==> src/rtl/input_arbiter.sv <==
// input_arbiter: selects one of NUM_CH valid/ready input channels, either by a
// fixed select index or by round-robin, and loads the winning word into a
// single-entry output register. A drain and a refill may happen on the same
// edge, so a continuously ready sink sees one word per cycle.
module input_arbiter #(
    parameter int DATA_WIDTH = 8,
    parameter int NUM_CH     = 4,
    localparam int SEL_W     = $clog2(NUM_CH)
) (
    input  logic                         clk,
    input  logic                         rst,
    input  logic                         mode,
    input  logic [SEL_W-1:0]             sel,
    input  logic [NUM_CH-1:0]            in_valid,
    input  logic [NUM_CH*DATA_WIDTH-1:0] in_data,
    output logic [NUM_CH-1:0]            in_ready,
    output logic                         out_valid,
    output logic [DATA_WIDTH-1:0]        out_data,
    output logic [SEL_W-1:0]             out_ch,
    input  logic                         out_ready
);

    // Channel count widened by one bit so pointer sums up to 2*NUM_CH-1 fit.
    localparam logic [SEL_W:0]   NUM_CH_EXT = (SEL_W+1)'(NUM_CH);
    // After reset the pointer sits on the last channel so channel 0 wins first.
    localparam logic [SEL_W-1:0] PTR_RST    = SEL_W'(NUM_CH - 1);

    typedef enum logic {
        EMPTY = 1'b0,
        FULL  = 1'b1
    } state_t;

    state_t                  state_reg, state_next;
    logic [DATA_WIDTH-1:0]   out_data_reg, out_data_next;
    logic [SEL_W-1:0]        out_ch_reg, out_ch_next;
    logic [SEL_W-1:0]        ptr_reg, ptr_next;

    logic [DATA_WIDTH-1:0]   ch_data [NUM_CH];
    logic [SEL_W-1:0]        rr_idx  [NUM_CH];
    logic [NUM_CH-1:0]       rr_hit;
    logic [NUM_CH-1:0]       fx_hit;

    logic                    gnt_valid;
    logic [SEL_W-1:0]        gnt_idx;
    logic                    can_accept;
    logic                    take;

    // Unpack the flattened input bus into one word per channel.
    for (genvar gi = 0; gi < NUM_CH; gi++) begin : g_unpack
        assign ch_data[gi] = in_data[gi*DATA_WIDTH +: DATA_WIDTH];
    end

    // Candidate gi of the round-robin search is channel (ptr + 1 + gi) mod
    // NUM_CH. The pointer never exceeds NUM_CH-1, so a single conditional
    // subtraction performs the wrap for any channel count.
    for (genvar gi = 0; gi < NUM_CH; gi++) begin : g_rr
        logic [SEL_W:0] sum;
        logic [SEL_W:0] wrapped;
        assign sum         = {1'b0, ptr_reg} + (SEL_W+1)'(gi + 1);
        assign wrapped     = (sum >= NUM_CH_EXT) ? (sum - NUM_CH_EXT) : sum;
        assign rr_idx[gi]  = wrapped[SEL_W-1:0];
        assign rr_hit[gi]  = in_valid[rr_idx[gi]];
    end

    // Fixed select: a select value at or beyond NUM_CH matches no channel.
    for (genvar gi = 0; gi < NUM_CH; gi++) begin : g_fixed
        assign fx_hit[gi] = in_valid[gi] && (sel == SEL_W'(gi));
    end

    // Grant resolution; descending scan so the lowest candidate slot wins.
    always_comb begin
        gnt_valid = 1'b0;
        gnt_idx   = '0;
        if (!mode) begin
            for (int k = NUM_CH - 1; k >= 0; k--) begin
                if (fx_hit[k]) begin
                    gnt_valid = 1'b1;
                    gnt_idx   = SEL_W'(k);
                end
            end
        end else begin
            for (int k = NUM_CH - 1; k >= 0; k--) begin
                if (rr_hit[k]) begin
                    gnt_valid = 1'b1;
                    gnt_idx   = rr_idx[k];
                end
            end
        end
    end

    // The register can take a word when empty or when its word leaves now.
    // Reset forces every ready low even though the register reads as empty.
    assign out_valid  = (state_reg == FULL);
    assign can_accept = (state_reg == EMPTY) || (out_valid && out_ready);
    assign take       = gnt_valid && can_accept && !rst;

    // One-hot accept strobe towards the granted channel only.
    for (genvar gi = 0; gi < NUM_CH; gi++) begin : g_ready
        assign in_ready[gi] = take && (gnt_idx == SEL_W'(gi));
    end

    // Next-state logic: load on a transfer, empty on a drain without refill.
    always_comb begin
        state_next    = state_reg;
        out_data_next = out_data_reg;
        out_ch_next   = out_ch_reg;
        ptr_next      = ptr_reg;
        case (state_reg)
            EMPTY: begin
                if (take) begin
                    state_next    = FULL;
                    out_data_next = ch_data[gnt_idx];
                    out_ch_next   = gnt_idx;
                end
            end
            FULL: begin
                if (take) begin
                    state_next    = FULL;
                    out_data_next = ch_data[gnt_idx];
                    out_ch_next   = gnt_idx;
                end else if (out_ready) begin
                    // Word leaves with nothing to replace it; data and
                    // channel keep their last values.
                    state_next = EMPTY;
                end
            end
            default: state_next = EMPTY;
        endcase
        // Only round-robin transfers move the pointer.
        if (take && mode) begin
            ptr_next = gnt_idx;
        end
    end

    // State registers; reset clears the held word without waiting for clk.
    always_ff @(posedge clk or posedge rst) begin
        if (rst) begin
            state_reg    <= EMPTY;
            out_data_reg <= '0;
            out_ch_reg   <= '0;
            ptr_reg      <= PTR_RST;
        end else begin
            state_reg    <= state_next;
            out_data_reg <= out_data_next;
            out_ch_reg   <= out_ch_next;
            ptr_reg      <= ptr_next;
        end
    end

    assign out_data = out_data_reg;
    assign out_ch   = out_ch_reg;

endmodule

==> config.mk <==
export PLATFORM = sky130hd
export DESIGN_NAME = input_arbiter
export DESIGN_NICKNAME = d
export VERILOG_FILES = /design/src/rtl/input_arbiter.sv
export SDC_FILE = /design/constraint.sdc
export NUM_CORES = 1
export LEC_CHECK = 0
export BUFFER_PORTS_ARGS = -buffer_cell sky130_fd_sc_hd__buf_4
export CORE_MARGIN = 3
export CORE_UTILIZATION = 44
export CTS_CLUSTER_SIZE = 16
export DETAILED_ROUTE_END_ITERATION = 10
export PLACE_DENSITY_LB_ADDON = 0.3
export SLEW_MARGIN = 20
export SYNTH_ARGS = -nofsm -noshare
export SYNTH_HDL_FRONTEND = slang
export SYNTH_SLANG_ARGS = --single-unit
==> constraint.sdc <==
create_clock -name clk -period 3.1 [get_ports clk]
set_clock_uncertainty 0.15 [all_clocks]
set_input_delay 0.62 -clock clk [delete_from_list [all_inputs] [get_ports clk]]
set_output_delay 0.62 -clock clk [all_outputs]
set_load 0.005 [all_outputs]
==> run_summary.xml <==
<?xml version="1.0" encoding="UTF-8"?>
<metrics>
  <group name="setup_path">
    <metric name="timing.critical_path.slowest_stage_cell" unit="">sky130_fd_sc_hd__dfstp_2</metric>
    <metric name="worst_setup_path_start_kind" unit="">flip-flop</metric>
    <metric name="path_delay_family" unit="">simple AND/OR/NAND/NOR gates</metric>
    <metric name="path_cells" unit="">nor4bb_4, nor4_4, and4b_1, nor3_4, inv_2, nor2_1, buf_4</metric>
    <metric name="critical_path_required" unit="ns">2.33</metric>
    <metric name="worstPathMaxFanout" unit="">10</metric>
    <metric name="critical_path.max_stage_delay" unit="ns">0.65</metric>
    <metric name="r2r_cells" unit="">7</metric>
    <metric name="timing.rr.start" unit="">ptr_reg[0]</metric>
    <metric name="reg2reg_setup_slack" unit="ns">0.54</metric>
    <metric name="critPathKind" unit="">flip-flop to output pin</metric>
    <metric name="cp_data_arrival_time" unit="ns">2.16</metric>
    <metric name="critPathBufInv" unit="">2</metric>
    <metric name="timing.critical_path.to_type" unit="">output pin</metric>
    <metric name="crit-reg2reg-capture" unit="">out_data[6]</metric>
  </group>
  <group name="sta">
    <metric name="whs" unit="ns">0.181</metric>
    <metric name="post_layout_min_period" unit="ns">2.93</metric>
    <metric name="finalHoldViolCount" unit="">0</metric>
    <metric name="timing.fmax" unit="MHz">341</metric>
    <metric name="setup_violations" unit="">0</metric>
    <metric name="maxSlewViolCount" unit="">0</metric>
    <metric name="relative_slew_slack" unit="">0.775</metric>
    <metric name="tightestPinTransition" unit="ns">0.335</metric>
    <metric name="totalNegativeSetupSlack" unit="ns">0</metric>
    <metric name="post-route-period-util" unit="">0.946</metric>
    <metric name="rsz0062_at_grt" unit="">false</metric>
  </group>
  <group name="clock_network">
    <metric name="root_buffer" unit="">sky130_fd_sc_hd__clkbuf_4</metric>
    <metric name="clkSlewWorstSetupHoldPaths" unit="ns">0.09</metric>
    <metric name="cts_hold_repair.buffers" unit="">0</metric>
    <metric name="clk-insertion-delay-late" unit="ns">0.29</metric>
    <metric name="htree_num_levels" unit="">1</metric>
    <metric name="tritoncts_clock_tree" unit="">done</metric>
    <metric name="ctsLongestPathBuffers" unit="">2</metric>
    <metric name="cts_sinks" unit="">13</metric>
    <metric name="number_of_buffers_created_by_cts" unit="">3</metric>
  </group>
  <group name="drt">
    <metric name="dr.first_iter.drc_count" unit="">34</metric>
    <metric name="tritonroute_pass_1_iters" unit="">4</metric>
    <metric name="route.detailed.drc" unit="">0</metric>
    <metric name="detail_routed_net_length_per_standard_cell" unit="um">15.8</metric>
    <metric name="postRouteAntennaNets" unit="">0</metric>
    <metric name="vias" unit="">1134</metric>
    <metric name="via_per_inst" unit="">5.67</metric>
    <metric name="drt_wl_total" unit="um">3160</metric>
  </group>
  <group name="synthesis">
    <metric name="top_post_synthesis_cells_by_area" unit="">sky130_fd_sc_hd__dfrtp_1 26%, sky130_fd_sc_hd__mux2i_1 15%, sky130_fd_sc_hd__o221ai_1 6.7%</metric>
    <metric name="synth.lib_cells_used.distinct" unit="">36</metric>
    <metric name="synth_top_family_by_area" unit="">simple AND/OR/NAND/NOR gates</metric>
    <metric name="synth_cells" unit="">112</metric>
    <metric name="synth_seq_cells" unit="">13</metric>
    <metric name="synth_sequential_area_ratio" unit="">0.315</metric>
    <metric name="synth_compound_area_frac" unit="">0.160</metric>
    <metric name="synth_simple_gate_area_share" unit="">0.265</metric>
    <metric name="muxShareOfSynthArea" unit="">0.197</metric>
    <metric name="syn_area" unit="mm^2">0.00104</metric>
    <metric name="netlist.top_cell.by_area" unit="">sky130_fd_sc_hd__dfrtp_1</metric>
    <metric name="synth.avg_cell_area" unit="um^2">9.28</metric>
    <metric name="yosysTopAreaCellShare" unit="">0.265</metric>
    <metric name="yosys_warnings" unit="">0</metric>
    <metric name="synthAdderAreaFrac" unit="">0</metric>
    <metric name="yosys.area_share.xor_xnor" unit="">0</metric>
    <metric name="postSynthNetCount" unit="">154</metric>
  </group>
  <group name="power">
    <metric name="worst_case_vdd_ir_drop" unit="V">0.000389</metric>
    <metric name="static_leak" unit="nW">0.817</metric>
    <metric name="power_density" unit="mW/mm^2">600</metric>
  </group>
  <group name="placement">
    <metric name="routabilityCongestion" unit="">0.729</metric>
    <metric name="detailedPlacementHpwl" unit="um">2400</metric>
    <metric name="port_buffers" unit="">56</metric>
    <metric name="postPlaceCellArea" unit="mm^2">0.00148</metric>
  </group>
  <group name="final_layout">
    <metric name="n_fill_cell" unit="">157</metric>
    <metric name="nets" unit="">216</metric>
    <metric name="area_growth" unit="%">49.7</metric>
    <metric name="post_route_cells_drive_above_1_share" unit="">0.480</metric>
    <metric name="n_antenna_cell" unit="">0</metric>
    <metric name="mostFrequentLayoutCells" unit="">67 x sky130_fd_sc_hd__buf_4, 16 x sky130_fd_sc_hd__nand2_1, 16 x sky130_fd_sc_hd__mux2i_1</metric>
    <metric name="final_common_cell" unit="">sky130_fd_sc_hd__buf_4</metric>
    <metric name="number_of_flip_flops_under_the_largest_register_name" unit="">8</metric>
    <metric name="design_area" unit="mm^2">0.00156</metric>
  </group>
  <group name="floorplanning">
    <metric name="rows" unit="">16</metric>
    <metric name="start_util" unit="">0.495</metric>
    <metric name="floorplan.die.height" unit="um">54.6</metric>
    <metric name="coreArea" unit="mm^2">0.00210</metric>
    <metric name="horiz_die_dim" unit="um">54.6</metric>
    <metric name="pin_count" unit="">57</metric>
    <metric name="die_area" unit="mm^2">0.00298</metric>
  </group>
  <group name="grt">
    <metric name="grt_pass1_wl" unit="um">4630</metric>
    <metric name="global_route.overflow_total" unit="">0</metric>
    <metric name="gr-usage-all-layers" unit="">0.220</metric>
    <metric name="first_global_vias" unit="">1040</metric>
    <metric name="grt_antenna_before_repair" unit="">0</metric>
    <metric name="grt_start_max_net_pins" unit="">15</metric>
  </group>
  <group name="min_path">
    <metric name="hp-class" unit="">input pin to asynchronous set/reset pin</metric>
  </group>
  <group name="outcome">
    <metric name="status" unit="">finished clean</metric>
  </group>
  <group name="flow_run">
    <metric name="cap_viol_max_count" unit="">0</metric>
  </group>
</metrics>
[per-layer routing]
layer  up-vias  wire length [um]  global-route usage
met5         -                 0                   0
met4         0                44              0.0954
met3         5               234              0.0354
met2        47              1640               0.360
met1       546              1250               0.282
li1        536                 -                   -
[worst register-to-register path, cell delays in order, from the launching register on]
cell and delay (ns):
sky130_fd_sc_hd__dfstp_2 0.65, sky130_fd_sc_hd__nor4bb_4 0.31, sky130_fd_sc_hd__nor4_4 0.09, sky130_fd_sc_hd__and4b_1 0.22, sky130_fd_sc_hd__nor3_4 0.31, sky130_fd_sc_hd__buf_4 0.33
sky130_fd_sc_hd__mux2i_1 0.24, sky130_fd_sc_hd__o221ai_1 0.14
[cell families (layout without fill, tap and decap cells)]
group	Yosys count	after routing
buf+inv	13	74
compound gates	23	23
mux	19	19
simple gates	44	44
flops	13	13
[through the flow]
stage	util	std cells	power (mW)	setup slack [ns]
3_5_place_dp	0.706	190	0.773	0.260
6_report	0.740	200	0.934	0.168
4_1_cts	0.723	195	0.902	0.0431
3_3_place_gp	0.706	190	0.758	0.317
5_1_grt	0.740	200	0.998	0.0249
2_1_floorplan	-	112	0.585	0.425
[timing repair]
item | CTS | global route
setup buffers | 1 | 5
resized for setup | 0 | 1
endpoints found under the setup margin | 1 | 4
pin swaps | 1 | 1
[synth_stat cells]
| master | number |
|---|---|
| sky130_fd_sc_hd__a21o_1 | 1 |
| sky130_fd_sc_hd__nor3_1 | 1 |
| sky130_fd_sc_hd__inv_1 | 2 |
| sky130_fd_sc_hd__dfrtp_1 | 11 |
| sky130_fd_sc_hd__buf_4 | 1 |
| sky130_fd_sc_hd__inv_2 | 1 |
| sky130_fd_sc_hd__o22ai_1 | 2 |
| sky130_fd_sc_hd__buf_6 | 1 |
| sky130_fd_sc_hd__nor4_4 | 1 |
| sky130_fd_sc_hd__nor4bb_4 | 1 |
| sky130_fd_sc_hd__buf_2 | 4 |
| sky130_fd_sc_hd__nor2_1 | 11 |
| sky130_fd_sc_hd__nor3b_2 | 1 |
| sky130_fd_sc_hd__nor4_1 | 1 |
| sky130_fd_sc_hd__or2_2 | 1 |
| sky130_fd_sc_hd__o21ai_0 | 3 |
| sky130_fd_sc_hd__nand2_1 | 16 |
| sky130_fd_sc_hd__and2_1 | 1 |
| sky130_fd_sc_hd__o211ai_1 | 1 |
| sky130_fd_sc_hd__dfstp_2 | 2 |
| sky130_fd_sc_hd__clkbuf_1 | 4 |
| sky130_fd_sc_hd__a21oi_1 | 2 |
| sky130_fd_sc_hd__o21ai_1 | 3 |
| sky130_fd_sc_hd__and4b_1 | 1 |
| sky130_fd_sc_hd__o31a_1 | 1 |
| sky130_fd_sc_hd__nor4b_4 | 1 |
| sky130_fd_sc_hd__mux2i_1 | 16 |
| sky130_fd_sc_hd__nand2b_1 | 5 |
| sky130_fd_sc_hd__and3b_1 | 1 |
| sky130_fd_sc_hd__a32o_1 | 1 |
| sky130_fd_sc_hd__nor3_2 | 1 |
| sky130_fd_sc_hd__nor3b_1 | 1 |
| sky130_fd_sc_hd__o32a_1 | 1 |
| sky130_fd_sc_hd__mux2_2 | 2 |
| sky130_fd_sc_hd__mux4_2 | 1 |
| sky130_fd_sc_hd__o221ai_1 | 8 |
[power by group]
part	switching, mW	internal (mW)	leakage, nW	total (mW)
logic	0.227	0.297	0.642	0.524
clock network	0.0663	0.0480	0.0177	0.114
registers	0.0533	0.242	0.158	0.296
total	0.346	0.588	0.817	0.934
[area by class of cell]
type	count	area (um^2)	share of cell area
repair buffers	67	503	0.323
inverters	3	11.3	0.00723
flip-flops and latches	13	328	0.211
clock buffers	3	22.5	0.0145
clock inverters	1	5.00	0.00322
well taps	27	33.8	0.0217
multi-input cells	86	653	0.420
[worst max-delay path by stage]
stage	from	to	slack, ns	cells after the start
finish	ptr_reg[0]	in_ready[2]	0.17	7
global route	ptr_reg[0]	in_ready[2]	0.02	7
CTS	ptr_reg[0]	in_ready[2]	0.04	7
detailed placement	in_valid[2]	in_ready[2]	0.26	8
global placement	in_valid[2]	in_ready[0]	0.32	8
floorplan	in_valid[2]	in_ready[0]	0.43	8
(Power assumes the default switching activity.)
